$ cat config.mk
export PLATFORM = sky130hd
export DESIGN_NAME = serial_addsub
export DESIGN_NICKNAME = d
export VERILOG_FILES = /design/src/rtl/serial_addsub_pkg.sv /design/src/rtl/serial_addsub_cell.sv /design/src/rtl/serial_addsub.sv
export SDC_FILE = /design/constraint.sdc
export NUM_CORES = 1
export LEC_CHECK = 0
export ABC_AREA = 1
export BUFFER_PORTS_ARGS = -buffer_cell sky130_fd_sc_hd__buf_2
export CAP_MARGIN = 10
export CORE_MARGIN = 10
export CORE_UTILIZATION = 55
export DETAILED_ROUTE_END_ITERATION = 12
export GPL_TIMING_DRIVEN = 0
export PLACE_DENSITY = 0.76
export SETUP_SLACK_MARGIN = 0.05
export SYNTH_ARGS = -nofsm -noshare
export SYNTH_HDL_FRONTEND = slang
export SYNTH_SLANG_ARGS = --single-unit
$ cat constraint.sdc
create_clock -name clk -period 1.4 [get_ports clk]
set_input_delay 0.07 -clock clk [delete_from_list [all_inputs] [get_ports clk]]
set_output_delay 0.07 -clock clk [all_outputs]
set_load 0.05 [all_outputs]
$ cat src/rtl/serial_addsub_pkg.sv
// Shared types and constants for the bit-serial adder/subtractor.
package serial_addsub_pkg;

   typedef enum logic [1:0] {
      IDLE = 2'd0,
      RUN  = 2'd1,
      DONE = 2'd2
   } state_t;

   localparam logic MODE_ADD = 1'b0;
   localparam logic MODE_SUB = 1'b1;

endpackage

$ cat src/rtl/serial_addsub_cell.sv
// Combinational 1-bit full adder / full subtractor; cOut is carry (add) or borrow (sub).
module addsub_cell
   import serial_addsub_pkg::*;
(
   input  logic x,
   input  logic y,
   input  logic cIn,
   input  logic mode,
   output logic s,
   output logic cOut
);

   always_comb begin
      s = x ^ y ^ cIn;
      if (mode == MODE_SUB)
         cOut = (~x & y) | (~(x ^ y) & cIn);
      else
         cOut = (x & y) | ((x ^ y) & cIn);
   end

endmodule

$ cat src/rtl/serial_addsub.sv
// Bit-serial adder/subtractor, LSB first, one bit per clock through a single cell.
// Optional signed-overflow output enabled by SERIAL_ADDSUB_OVF_EN.
module serial_addsub
   import serial_addsub_pkg::*;
#(
   parameter int WIDTH = 8
) (
   input  logic             clk,
   input  logic             rst,
   input  logic             start,
   input  logic             mode,
   input  logic [WIDTH-1:0] a,
   input  logic [WIDTH-1:0] b,
   input  logic             cBin,
   output logic             busy,
   output logic             done,
   output logic [WIDTH-1:0] result,
   output logic             cOut
`ifdef SERIAL_ADDSUB_OVF_EN
   ,
   output logic             ovf
`endif
);

   localparam int CW = $clog2(WIDTH);

   state_t           state;
   logic [WIDTH-1:0] a_sh;
   logic [WIDTH-1:0] b_sh;
   logic [WIDTH-1:0] r_sh;
   logic             c;
   logic             mode_q;
   logic [CW-1:0]    cnt;
   logic             sum_bit;
   logic             c_nxt;
   logic             last;

   addsub_cell u_cell (
      .x    (a_sh[0]),
      .y    (b_sh[0]),
      .cIn  (c),
      .mode (mode_q),
      .s    (sum_bit),
      .cOut (c_nxt)
   );

   assign last = (cnt == CW'(WIDTH - 1));

   always_ff @(posedge clk or posedge rst) begin
      if (rst) begin
         state  <= IDLE;
         a_sh   <= '0;
         b_sh   <= '0;
         r_sh   <= '0;
         c      <= 1'b0;
         mode_q <= MODE_ADD;
         cnt    <= '0;
         busy   <= 1'b0;
         done   <= 1'b0;
         result <= '0;
         cOut   <= 1'b0;
`ifdef SERIAL_ADDSUB_OVF_EN
         ovf    <= 1'b0;
`endif
      end else begin
         done <= 1'b0;
         case (state)
            IDLE: begin
               if (start) begin
                  a_sh   <= a;
                  b_sh   <= b;
                  mode_q <= mode;
                  c      <= cBin;
                  cnt    <= '0;
                  busy   <= 1'b1;
                  state  <= RUN;
               end
            end
            RUN: begin
               a_sh <= {1'b0, a_sh[WIDTH-1:1]};
               b_sh <= {1'b0, b_sh[WIDTH-1:1]};
               r_sh <= {sum_bit, r_sh[WIDTH-1:1]};
               c    <= c_nxt;
               cnt  <= cnt + CW'(1);
               if (last) begin
                  // the MSB bit is folded in here; r_sh itself lags by one edge
                  result <= {sum_bit, r_sh[WIDTH-1:1]};
                  cOut   <= c_nxt;
`ifdef SERIAL_ADDSUB_OVF_EN
                  ovf    <= c ^ c_nxt;
`endif
                  busy   <= 1'b0;
                  done   <= 1'b1;
                  state  <= DONE;
               end
            end
            DONE: state <= IDLE;
            default: state <= IDLE;
         endcase
      end
   end

endmodule

# [Yosys cells after proc, flatten, opt, wreduce, memory -nomap -nowiden]
# Index checks and enable logic that the tools add are counted.
[totals] ff_bits=42
[op_classes] add_sub_neg=1 n_bitwise=10 n_eq_ne=4 muxes=17 reduce_logical=7
[op_table] operator="$pmux W8 S2" n=2
[op_table] operator="$mux W8" n=2
[op_table] operator="$reduce_and A2 Y1" n=4
[op_table] operator="$mux W1" n=6
[op_table] operator="$pmux W3 S2" n=1
[op_table] operator="$and A1 B1 Y1" n=4
[op_table] operator="$mux W2" n=2
[op_table] operator="$ne A2 B2 Y1 const B" n=2
[op_table] operator="$pmux W1 S2" n=2
[op_table] operator="$pmux W2 S2" n=1
[op_table] operator="$add A3 B1 Y3 const B" n=1
[op_table] operator="$eq A3 B3 Y1 const B" n=1
[op_table] operator="$mux W3" n=1
[op_table] operator="$reduce_and A3 Y1" n=1
[op_table] operator="$eq A2 B1 Y1 const B" n=1
[op_table] operator="$logic_not A2 Y1" n=1
[op_table] operator="$not A1 Y1" n=2
[op_table] operator="$or A1 B1 Y1" n=2
[op_table] operator="$reduce_bool A2 Y1" n=1
[op_table] operator="$xor A1 B1 Y1" n=2

# [Longest topological paths before layout]
# Gate-level depths: netlist (run 1).
[depth] word_depth=6 mapped_depth=8

# [By module]
# From an unflattened synthesis (run 1), not the netlist that was laid out.
[hier_totals] hier_cells=240 hier_area_um2=1961.9
[by_module_without_submodules] mod="serial_addsub" area_per_inst_um2=1895.6 instances=1 seq_area_each_um2=1026.0 cells_each=231
[by_module_without_submodules] mod="addsub_cell" area_per_inst_um2=66.3 instances=1 seq_area_each_um2=0.0 cells_each=9

# [Worst setup path after synthesis (run 1)]
# No wires, ideal clock.
[synth_path] path_kind="flip-flop to flip-flop" start="reg b_sh[0]" end="reg r_sh[7]" setup_slack_ps=189 setup_ps=83 period_less_slack_ps=1211 t_required_ps=1317 stages_incl_launch_ff=5 t_arrival_ps=1128 path_buffers=0 cell_sequence="dfrtp_1 -> inv_1 -> fa_1 -> inv_1 -> o21ai_0"
[synth_via] elab_chain_cells=2
[synth_lines] item="start, declared" line="serial_addsub.sv:29" source="logic [WIDTH-1:0] b_sh;"
[synth_lines] item="start signal, assigned" line="serial_addsub.sv:81" source="b_sh <= {1'b0, b_sh[WIDTH-1:1]};"
[synth_lines] item="$xor A1 B1 Y1 (2 in a row)" line="serial_addsub_cell.sv:14" source="s = x ^ y ^ cIn;"
[synth_lines] item="net sum_bit" line="serial_addsub.sv:34" source="logic sum_bit;"
[synth_lines] item="end signal, assigned" line="serial_addsub.sv:82" source="r_sh <= {sum_bit, r_sh[WIDTH-1:1]};"
[synth_lines] item="end, declared" line="serial_addsub.sv:30" source="logic [WIDTH-1:0] r_sh;"
# The timed path passes the listed nets, and every way through them passes these cells.
# A chain may end at the register's enable or synchronous reset.

# [Final worst setup path (run 1)]
[layout_path] start="reg cnt[0]" end="reg result[3]"
[layout_via] elab_chain_cells=2
[layout_lines] item="start, declared" line="serial_addsub.sv:33" source="logic [CW-1:0] cnt;"
[layout_lines] item="start signal, assigned" line="serial_addsub.sv:84" source="cnt <= cnt + CW'(1);"
[layout_lines] item="$eq A3 B3 Y1" line="serial_addsub.sv:47" source="assign last = (cnt == CW'(WIDTH - 1));"
[layout_lines] item="$reduce_and A2 Y1 (no line)"
[layout_lines] item="end signal, assigned" line="serial_addsub.sv:87" source="result <= {sum_bit, r_sh[WIDTH-1:1]};"
[layout_lines] item="end, declared" line="serial_addsub.sv:17" source="output logic [WIDTH-1:0] result,"
# No other way between the ends.

==> results of run 1 <==
==> metrics by stage <==
stage	setup TNS (ps)	cell area [um^2]	worst slack, ps	std cells	hold slack [ps]
after CTS	0	2310	76.7	319	4.79
after global routing	0	2320	43.7	320	19.1
final	0	2320	95.9	320	12.5
after global placement	-6020	2120	-148	300	300
after detailed placement	0	2120	98.8	300	281
after floorplan	0	1910	189	223	214
==> power breakdown <==
part           internal, W  switching, W  total, W
clock             0.000427      0.000360  0.000787
sequential         0.00168      0.000285   0.00197
combinational     0.000799       0.00157   0.00237
==> state kept, by name, summed over array words and instances, names as in the netlist <==
signal	flops
a_sh	8
b_sh	8
result	8
r_sh	7
cnt	3
state	2
busy	1
c	1
cOut	1
done	1
mode_q	1
==> synthesized netlist by cell type <==
| master | n | area share |
|---|---|---|
| nand2_2 | 2 | 0.0066 |
| clkbuf_2 | 1 | 0.0026 |
| fa_1 | 2 | 0.021 |
| nor2_1 | 1 | 0.0020 |
| nand3_1 | 20 | 0.052 |
| buf_2 | 2 | 0.0052 |
| buf_6 | 5 | 0.030 |
| inv_1 | 13 | 0.026 |
| ha_1 | 2 | 0.013 |
| o21ai_0 | 9 | 0.024 |
| nand2_1 | 108 | 0.21 |
| clkinv_2 | 1 | 0.0026 |
| o21ai_2 | 9 | 0.041 |
| nor2_4 | 1 | 0.0059 |
| dfrtp_1 | 41 | 0.54 |
| buf_4 | 3 | 0.012 |
| inv_2 | 3 | 0.0059 |
==> worst max-delay path, cell delays in order (launching register included) <==
cell and delay [ps]:
dfrtp_1 420, ha_1 210, ha_1 200, nand2_2 100, buf_2 180, nand2_1 80
o21ai_2 60
==> layout make-up <==
class | count | area, um^2 | share of cell area
well taps | 46 | 57.6 | 0.0248
clock inverters | 1 | 30.0 | 0.0129
flip-flops and latches | 41 | 1030 | 0.442
plain buffers | 11 | 93.8 | 0.0405
multi-input cells | 154 | 722 | 0.311
repair buffers | 43 | 270 | 0.117
clock buffers | 7 | 55.1 | 0.0237
inverters | 17 | 65.1 | 0.0280
==> cells by family after synthesis <==
logic type	synth area share
AO/OA/AOI/OAI	0.0650
adder cells (fa/ha/maj)	0.0341
flip-flops	0.538
AND/OR/NAND/NOR	0.280
buffers and inverters	0.0833
==> how the worst max path moves through the flow <==
stage	slack [ps]	cells after the start	end
4_1_cts	80	7	result[0]$_DFFE_PP0P_
2_1_floorplan	190	4	r_sh[7]$_DFFE_PP0P_
6_report	100	6	result[3]$_DFFE_PP0P_
5_1_grt	40	6	result[3]$_DFFE_PP0P_
3_5_place_dp	100	4	r_sh[7]$_DFFE_PP0P_
3_3_place_gp	-150	2	r_sh[5]$_DFFE_PP0P_
==> routing by layer <==
metal,part of all wire,track usage,up-vias
met5,0,0,-
met4,0.012,0.0520,0
met3,0.064,0.0541,7
met2,0.47,0.223,35
met1,0.45,0.164,706
li1,-,-,789
==> repair_timing <==
item,CTS,global route
endpoints found under the setup margin,0,3
gates resized for setup,0,2
endpoints found under the hold margin,51,0
hold buffers,11,0
==> reports/qor.yml, run 1 <==
cts_tree: "built"
rows: 21
hold_viol: 0
power_leakage_nw: 1.29
synth_area_um2: 1910
end_kind: "flip-flop"
post_drt_wl_per_cell_um: 12.4
io_buffers: 31
drive_above_1_share: 0.248
htreeDepth: 2
yosys_warnings: 0
startpoint: "cnt[0]$_DFFE_PP0P_"
fin_skew_ps: 10.6
insertedDiodeCount: 0
startpoint_type: "flip-flop"
peakVddDrop_mv: 1.21
fin_crit_ps: 1300
postSynthAreaPerCell_um2: 8.55
io_pins: 32
grt_pass1_wl_um: 6990
r2r_start: "cnt[0]$_DFFE_PP0P_"
cts_inserted_buffers: 5
min_path_cells: 5
fin_util: 0.695
syn_nets: 248
fin_nets: 298
vias_per_cell: 4.80
grt_pass1_vias: 1562
die_h_um: 78.9
fillerInstances: 280
layout_commonest_cell: "nand2_1"
via_count: 1537
yosysSeqAreaShare: 0.538
synth_seq_cells: 41
core-area_um2: 3340
die_w_um: 78.9
grt_usage: 0.139
crit_type: "flip-flop to flip-flop"
crit_required_ps: 1680
setup_viol: 0
clock_latency_ps: 350
drc_errors: 0
tightest_slew_ps: 819
final_cell_mix: "108 x nand2_1, 41 x dfrtp_1, 34 x buf_2"
drt_iter0_markers: 110
total_power_w: 0.00512
crit_fanout: 5
cts-root-buf: "clkbuf_4"
worstHoldEndpoint: "a_sh[2]$_DFFE_PP0P_"
overflow: 0
r2r_cells: 6
post_cts_buffers: 0
rrSetupSlack_ps: 100
drt_wl_total_um: 3960
drv_cap: 0
synthDistinctLibCells: 17
die-area_um2: 6220
cts.reportedPaths.clkPinSlew_ps: 110
reg2reg_to: "result[3]$_DFFE_PP0P_"
slew_viol_final: 0
max_slew_margin: 0.453
clock.fmax_mhz: 767
clock-sinks: 41
cts-root-to-sink-buffers: 2
rsz0062_at_grt: "no"
first_pass_iters: 4
antenna_found_initial: 0
worstHoldPathType: "primary input to flip-flop"
cp.arrival_ps: 1580
start_util: 0.571
syn2layout_area_growth_pct: 21.7
hold_path_startpoint: "a[2]"
power_density_nw_per_um2: 2210
dpl.hpwl_um: 2620
grt_max_degree: 42
status: "finished clean"
gp_congestion: 0.784
netlist_instances: 223
antenna_left: 0
fin_crit_sh: 0.931
Note: power is estimated with default switching activity, not from simulation.
==> run 2, diff against run 1 <==
- CORE_UTILIZATION: 55 -> 59
- PLACE_DENSITY: 0.76 -> 0.81
- SYNTH_HIERARCHICAL: not set -> 1
- clock period: 1.4 -> 1.6 ns (I/O delays scaled with it)
==> run 2 against run 1 <==
Net effect: routed wire length increased by 0.20%; final cell count increased by 2.2%; non-clock buffer count decreased by 8; area after synthesis increased by 2.9%; combinational power decreased by 6%; synthesized cell count increased by 7.6%; design area decreased by 1.9%; hold slack improved by 17 ps; flip-flop and latch count unchanged; global-route usage about the same; clock-buffer cell count unchanged; sequential share of layout area increased by 0.88 points; largest cell class unchanged; largest power group unchanged.
==> reports/qor.yml, run 2 <==
cts_tree: "built"  # unchanged
drt_wl_total_um: 3970  # was 3960 um
htreeDepth: 2  # unchanged
holdWs_ps: 29.4  # was 12.5 ps
gp_congestion: 0.771  # was 0.784
grt_pass1_vias: 1625  # was 1562
cts.reportedPaths.clkPinSlew_ps: 110  # about the same
min_path_cells: 5  # unchanged
die-area_um2: 6030  # was 6220 um^2
start_util: 0.627  # was 0.571
synth_area_um2: 1960  # was 1910 um^2
route.met3.wl_um: 154  # was 253 um
final_area_um2: 2270  # was 2320 um^2
synthDistinctLibCells: 19  # was 17
crit_top_cell: "nand2_1"  # was ha_1
cts-root-buf: "clkbuf_4"  # unchanged
final_cell_mix: "81 x nand2_1, 43 x inv_1, 41 x dfrtp_1"  # was 108 x nand2_1, 41 x dfrtp_1, 34 x buf_2
netlist_instances: 240  # was 223
fin_setup_tns_ps: 0  # unchanged
synth_most_common_cell: "nand2_1"  # unchanged
r2r_start: "b_sh[0]$_DFFE_PP0P_"  # was cnt[0]$_DFFE_PP0P_
drv_cap: 0  # unchanged
vias_per_cell: 4.85  # was 4.80
drive_above_1_share: 0.198  # was 0.248
dpl.hpwl_um: 2890  # was 2620 um
synth_commonest_cells: "81 x nand2_1, 45 x inv_1, 41 x dfrtp_1"  # was 108 x nand2_1, 41 x dfrtp_1, 20 x nand3_1
grt_usage: 0.139  # about the same
fin_skew_ps: 3.22  # was 10.6 ps
layout_commonest_cell: "nand2_1"  # unchanged
slowest_delay_ps: 440  # was 420 ps
crit_type: "flip-flop to flip-flop"  # unchanged
first_pass_iters: 4  # unchanged
io_pins: 32  # unchanged
rsz0062_at_grt: "no"  # unchanged
tightest_slew_ps: 830  # was 819 ps
crit_family: "flip-flops"  # unchanged
power_density_nw_per_um2: 1990  # was 2210 nW/um^2
power_leakage_nw: 1.32  # was 1.29 nW
rrSetupSlack_ps: 180  # was 100 ps
fin_crit_sh: 0.890  # was 0.931
grt_max_degree: 42  # unchanged
synth_edf_count: 0  # unchanged
worstHoldPathType: "primary input to flip-flop"  # unchanged
drt_iter0_markers: 109  # was 110
crit_slowest_cell: "dfrtp_1"  # unchanged
worstHoldEndpoint: "a_sh[2]$_DFFE_PP0P_"  # unchanged
clock.fmax_mhz: 703  # was 767 MHz
r2r_cells: 9  # was 6
dpl_worst_slack_ps: 172  # was 98.8 ps
rows: 20  # was 21
yosys_warnings: 6  # was 0
status: "finished clean"  # unchanged
insertedDiodeCount: 0  # unchanged
synth_seq_cells: 41  # unchanged
crit_fanout: 3  # was 5
core-area_um2: 3130  # was 3340 um^2
die_h_um: 77.7  # was 78.9 um
antenna_left: 0  # unchanged
postSynthAreaPerCell_um2: 8.17  # was 8.55 um^2
synthFlopType: "dfrtp_1"  # unchanged
dr_wl_met2_um: 1990  # was 1880 um
fin_nets: 308  # was 298
drc_errors: 0  # unchanged
via_count: 1587  # was 1537
cts-root-to-sink-buffers: 2  # unchanged
cts_inserted_buffers: 5  # unchanged
ys_async_sr_fraction: 1.00  # unchanged
clock-sinks: 41  # unchanged
peakVddDrop_mv: 0.969  # was 1.21 mV
synthTopCellsByArea: "dfrtp_1 52%, nand2_1 15%, inv_1 8.6%, nand3_1 7.7%, o21ai_0 4.3%"  # was dfrtp_1 54%, nand2_1 21%, nand3_1 5.2%, o21ai_2 4.1%, buf_6 3.0%
clock_latency_ps: 340  # was 350 ps
placed_area_um2: 2170  # was 2120 um^2
syn_nets: 265  # was 248
yosysSeqAreaShare: 0.523  # was 0.538
io_buffers: 31  # unchanged
end_kind: "flip-flop"  # unchanged
crit_chain: "inv_2, fa_1, inv_1, nand2_1, nand2_1, inv_1, nand3_1, nand3_1, nand2_1"  # was ha_1, ha_1, nand2_2, buf_2, nand2_1, o21ai_2
reg_top3: "a_sh: 8 flops, b_sh: 8 flops, result: 8 flops"  # unchanged
cp.arrival_ps: 1720  # was 1580 ps
layout_setup_ws_ps: 177  # was 95.9 ps
synth_top_area_frac: 0.523  # was 0.538
hold_path_startpoint: "a[2]"  # unchanged
die_w_um: 77.7  # was 78.9 um
startpoint_type: "flip-flop"  # unchanged
antenna_found_initial: 0  # unchanged
synth_top_cell_by_area: "dfrtp_1"  # unchanged
reg2reg_to: "c$_DFFE_PP0P_"  # was result[3]$_DFFE_PP0P_
total_power_w: 0.00452  # was 0.00512 W
overflow: 0  # unchanged
post_drt_wl_per_cell_um: 12.1  # was 12.4 um
fin_crit_ps: 1420  # was 1300 ps
cp_num_buf_inv: 3  # was 1
setup_viol: 0  # unchanged
hold_viol: 0  # unchanged
grt_pass1_wl_um: 6880  # was 6990 um
max_slew_margin: 0.446  # was 0.453
m1WireLength_um: 1770  # was 1780 um
top_layer: "met4"  # unchanged
syn2layout_area_growth_pct: 15.9  # was 21.7%
slew_viol_final: 0  # unchanged
crit_required_ps: 1890  # was 1680 ps
startpoint: "b_sh[0]$_DFFE_PP0P_"  # was cnt[0]$_DFFE_PP0P_
## run 2: cell types whose count changed after synthesis, sizes merged, moves of 2 or more
cell | previous run | this run
inv | 16 | 48
nor2 | 2 | 4
nand2 | 110 | 84
nand3 | 20 | 30
## run 2: cell families after synthesis
logic type               share of synthesized area
AO/OA/AOI/OAI                               0.0485
buffers and inverters                        0.131
AND/OR/NAND/NOR                              0.265
adder cells (fa/ha/maj)                     0.0332
flip-flops                                   0.523
## run 2: report_power, final
part / internal (W) / switching, W
clock: 0.000208 / 0.000311
sequential: 0.00151 / 0.000270
combinational: 0.000754 / 0.00147
## run 2: area by class of cell
| class | instances | area, um^2 |
|---|---|---|
| fill | 253 | 853 |
| clock buffer | 7 | 55.1 |
| timing repair buffer | 36 | 203 |
| buffer | 10 | 71.3 |
| multi-input combinational | 141 | 679 |
| sequential | 41 | 1030 |
| tap | 44 | 55.1 |
| inverter | 48 | 185 |
## run 2: what timing repair did
action,in CTS,in global routing
setup buffers,0,1
hold endpoints to repair,44,0
endpoints found under the setup margin,0,1
gates resized for setup,0,1
hold buffers,4,0
## run 2: worst max path at each step
stage | slack, ps | depth (start not counted) | endpoint
floorplan | 330 | 9 | c$_DFFE_PP0P_
global placement | 50 | 2 | a_sh[2]$_DFFE_PP0P_
detailed placement | 170 | 9 | c$_DFFE_PP0P_
CTS | 150 | 9 | c$_DFFE_PP0P_
global route | 50 | 9 | c$_DFFE_PP0P_
finish | 180 | 9 | c$_DFFE_PP0P_
## run 2: worst register-to-register path: cells and delay by family, from the launching register on
family	cells	cell delay, ps
buf+inv	3	180
fa+ha+maj	1	420
flops	1	440
simple gates	5	340
## run 2: per-stage QoR
step / std cells / utilization
final: 327 / 0.727
after detailed placement: 315 / 0.694
after global routing: 327 / 0.727
after CTS: 326 / 0.725
after global placement: 315 / 0.694
after floorplan: 240 / -
## run 2: routing by layer
layer | vias up | global-route usage
met5 | - | 0
met4 | 0 | 0.0529
met3 | 5 | 0.0495
met2 | 24 | 0.241
met1 | 755 | 0.151
li1 | 803 | -
==> run 3, diff against run 2 <==
- CELL_PAD_IN_SITES_DETAIL_PLACEMENT: not set -> 0
- CELL_PAD_IN_SITES_GLOBAL_PLACEMENT: not set -> 2
- CORE_UTILIZATION: 59 -> 29
- PLACE_DENSITY: 0.81 -> 0.72
- clock period: 1.6 -> 1.2 ns (I/O delays scaled with it)
==> run 3 against run 2 <==
Net effect: the flow now finishes with violations (hold timing, setup timing); hold slack lost 32 ps; design area grew 19%; setup slack lost 250 ps; non-clock buffer count grew 16; global-route usage shrank 3.6 points; die area grew 73%; critical path depth is the same; core utilization shrank 31 points; clock skew grew 3.3 ps; fmax grew 12%; total power grew 57%.
==> reports/qor.yml, run 3 (synthesis gave the netlist of run 2 again) <==
status: "finished, violations left"  # was finished clean
violations: "hold timing, setup timing"
htreeDepth: 2  # unchanged
grt_pass1_wl_um: 8310  # was 6880 um
syn2layout_area_growth_pct: 37.6  # was 15.9%
cp.arrival_ps: 1520  # was 1720 ps
grt_pass1_vias: 1655  # was 1625
clock_latency_ps: 300  # was 340 ps
crit_type: "flip-flop to flip-flop"  # unchanged
end_kind: "flip-flop"  # unchanged
rsz0062_at_grt: "yes"  # was no
start_util: 0.304  # was 0.627
peakVddDrop_mv: 0.892  # was 0.969 mV
clock.fmax_mhz: 784  # was 703 MHz
gp_congestion: 0.715  # was 0.771
vias_per_cell: 4.35  # was 4.85
power_density_nw_per_um2: 2620  # was 1990 nW/um^2
clock-sinks: 41  # unchanged
fin_crit_ps: 1270  # was 1420 ps
cts.reportedPaths.clkPinSlew_ps: 80  # was 110 ps
layout_commonest_cell: "nand2_1"  # unchanged
power_leakage_nw: 1.49  # was 1.32 nW
overflow: 0  # unchanged
fin_crit_sh: 1.06  # was 0.890
seqPwrFrac: 0.336  # was 0.393
max_slew_margin: 0.829  # was 0.446
fin_nets: 324  # was 308
antenna_left: 0  # unchanged
fin_skew_ps: 6.57  # was 3.22 ps
rows: 29  # was 20
startpoint_type: "flip-flop"  # unchanged
grt_usage: 0.103  # was 0.139
drv_cap: 0  # unchanged
crit_required_ps: 1440  # was 1890 ps
drt_iter0_markers: 45  # was 109
dpl.hpwl_um: 3270  # was 2890 um
insertedDiodeCount: 0  # unchanged
drt_wl_total_um: 5120  # was 3970 um
tightest_slew_ps: 259  # was 830 ps
drive_above_1_share: 0.350  # was 0.198
final_cell_mix: "73 x nand2_1, 40 x dfrtp_1, 38 x inv_1"  # was 81 x nand2_1, 43 x inv_1, 41 x dfrtp_1
first_pass_iters: 4  # unchanged
io_pins: 32  # unchanged
holdWs_ps: -2.93  # was 29.4 ps
core-area_um2: 6460  # was 3130 um^2
slew_viol_final: 0  # unchanged
setup_viol: 5  # was 0
p_clk_frac: 0.128  # was 0.115
multi_input_area_um2: 786  # was 679 um^2
crit_fanout: 3  # unchanged
dpl_worst_slack_ps: -116  # was 172 ps
die_h_um: 102  # was 77.7 um
cts_tree: "built"  # unchanged
fillerInstances: 664  # was 253
cts-root-to-sink-buffers: 2  # unchanged
drc_errors: 0  # unchanged
layout_setup_ws_ps: -74.8  # was 177 ps
io_buffers: 31  # unchanged
cts_inserted_buffers: 5  # unchanged
cts-root-buf: "clkbuf_8"  # was clkbuf_4
reg_top3: "a_sh: 8 flops, b_sh: 8 flops, result: 8 flops"  # unchanged
grt_max_degree: 36  # was 42
seq_area_um2: 1030  # about the same
die-area_um2: 10500  # was 6030 um^2
post_drt_wl_per_cell_um: 13.6  # was 12.1 um
worstHoldPathType: "primary input to flip-flop"  # unchanged
comb_power_share: 0.536  # was 0.492
die_w_um: 102  # was 77.7 um
p_sw_frac: 0.446  # was 0.454
via_count: 1641  # was 1587
intPower_w: 0.00393  # was 0.00247 W
hold_viol: 1  # was 0
netSwitchingPower_w: 0.00316  # was 0.00205 W
antenna_found_initial: 0  # unchanged
==> run 3: changes by cell type in the layout (fill, tap and decap cells not counted), moves of 4 or more <==
cell / previous run / this run
buf_6: 2 / 15
nand3_1: 30 / 20
nand3_2: 0 / 10
o21ai_0: 17 / 7
o21ai_1: 1 / 11
nand2_1: 81 / 73
nand2_2: 0 / 7
clkbuf_4: 5 / 0
inv_1: 43 / 38
clkbuf_8: 1 / 5
inv_2: 4 / 8
==> run 3: stage by stage <==
stage	utilization	power [W]	instances	TNS [ps]	cell area (um^2)
final	0.418	0.00709	377	-195	2700
after global placement	0.345	0.00536	348	-23100	2230
after CTS	0.399	0.00688	375	-236	2580
after detailed placement	0.348	0.00541	349	-1560	2250
after global routing	0.418	0.00772	377	-651	2700
after floorplan	-	0.00465	240	0	1980
==> run 3: layout make-up <==
class / count / share of cell area
Buffer: 10 / 0.0408
Clock buffer: 5 / 0.0255
Timing Repair Buffer: 52 / 0.150
Tap cell: 77 / 0.0357
Multi-Input combinational cell: 141 / 0.291
Clock inverter: 3 / 0.00649
Inverter: 48 / 0.0704
Sequential cell: 41 / 0.380
==> run 3: routing by layer <==
metal  GRT usage  up-vias  routed length [um]
li1            -      839                   -
met1       0.134      774                2460
met2       0.158       23                2390
met3      0.0290        5                 202
met4      0.0390        0                  68
met5           0        -                   0
==> run 3: path summary, 6_finish.rpt <==
| kind | start | to | slack, ps | cells past startpoint |
|---|---|---|---|---|
| hold / removal | a[7] | a_sh[7]$_DFFE_PP0P_ | -3 | 3 |
| min in group asynchronous | rst | cnt[1]$_DFFE_PP0P_ | 210 | 3 |
| hold reg to reg | b_sh[2]$_DFFE_PP0P_ | b_sh[2]$_DFFE_PP0P_ | 480 | 2 |
| setup reg to reg | b_sh[0]$_DFFE_PP0P_ | c$_DFFE_PP0P_ | -70 | 9 |
| max in group asynchronous | rst | state[1]$_DFFE_PP0P_ | 540 | 4 |
| setup / recovery | b_sh[0]$_DFFE_PP0P_ | c$_DFFE_PP0P_ | -70 | 9 |
==> run 3: critical path, stage by stage, from the launching register on <==
cell     delay [ps]
dfrtp_1         420
inv_2            60
fa_2            380
inv_2            50
nand2_1          40
nand2_1          70
inv_2            50
nand3_2          50
nand3_2          60
nand2_2          50
==> run 3: power by group through the flow <==
stage / Clock (W) / Sequential, W / Combinational [W]
final: 0.000905 / 0.00238 / 0.00380
after global routing: 0.000983 / 0.00248 / 0.00426
after CTS: 0.000928 / 0.00238 / 0.00357
after detailed placement: 0 / 0.00239 / 0.00302
after global placement: 0 / 0.00237 / 0.00299
after floorplan: 0 / 0.00284 / 0.00181
==> run 3: repair_timing <==
action / CTS / global route
cloned: 3 / 1
hold buffers: 3 / 0
setup buffers: 12 / 1
setup endpoints to repair: 41 / 32
resized for setup: 33 / 28
pin swaps: 6 / 9
hold endpoints to repair: 43 / 0
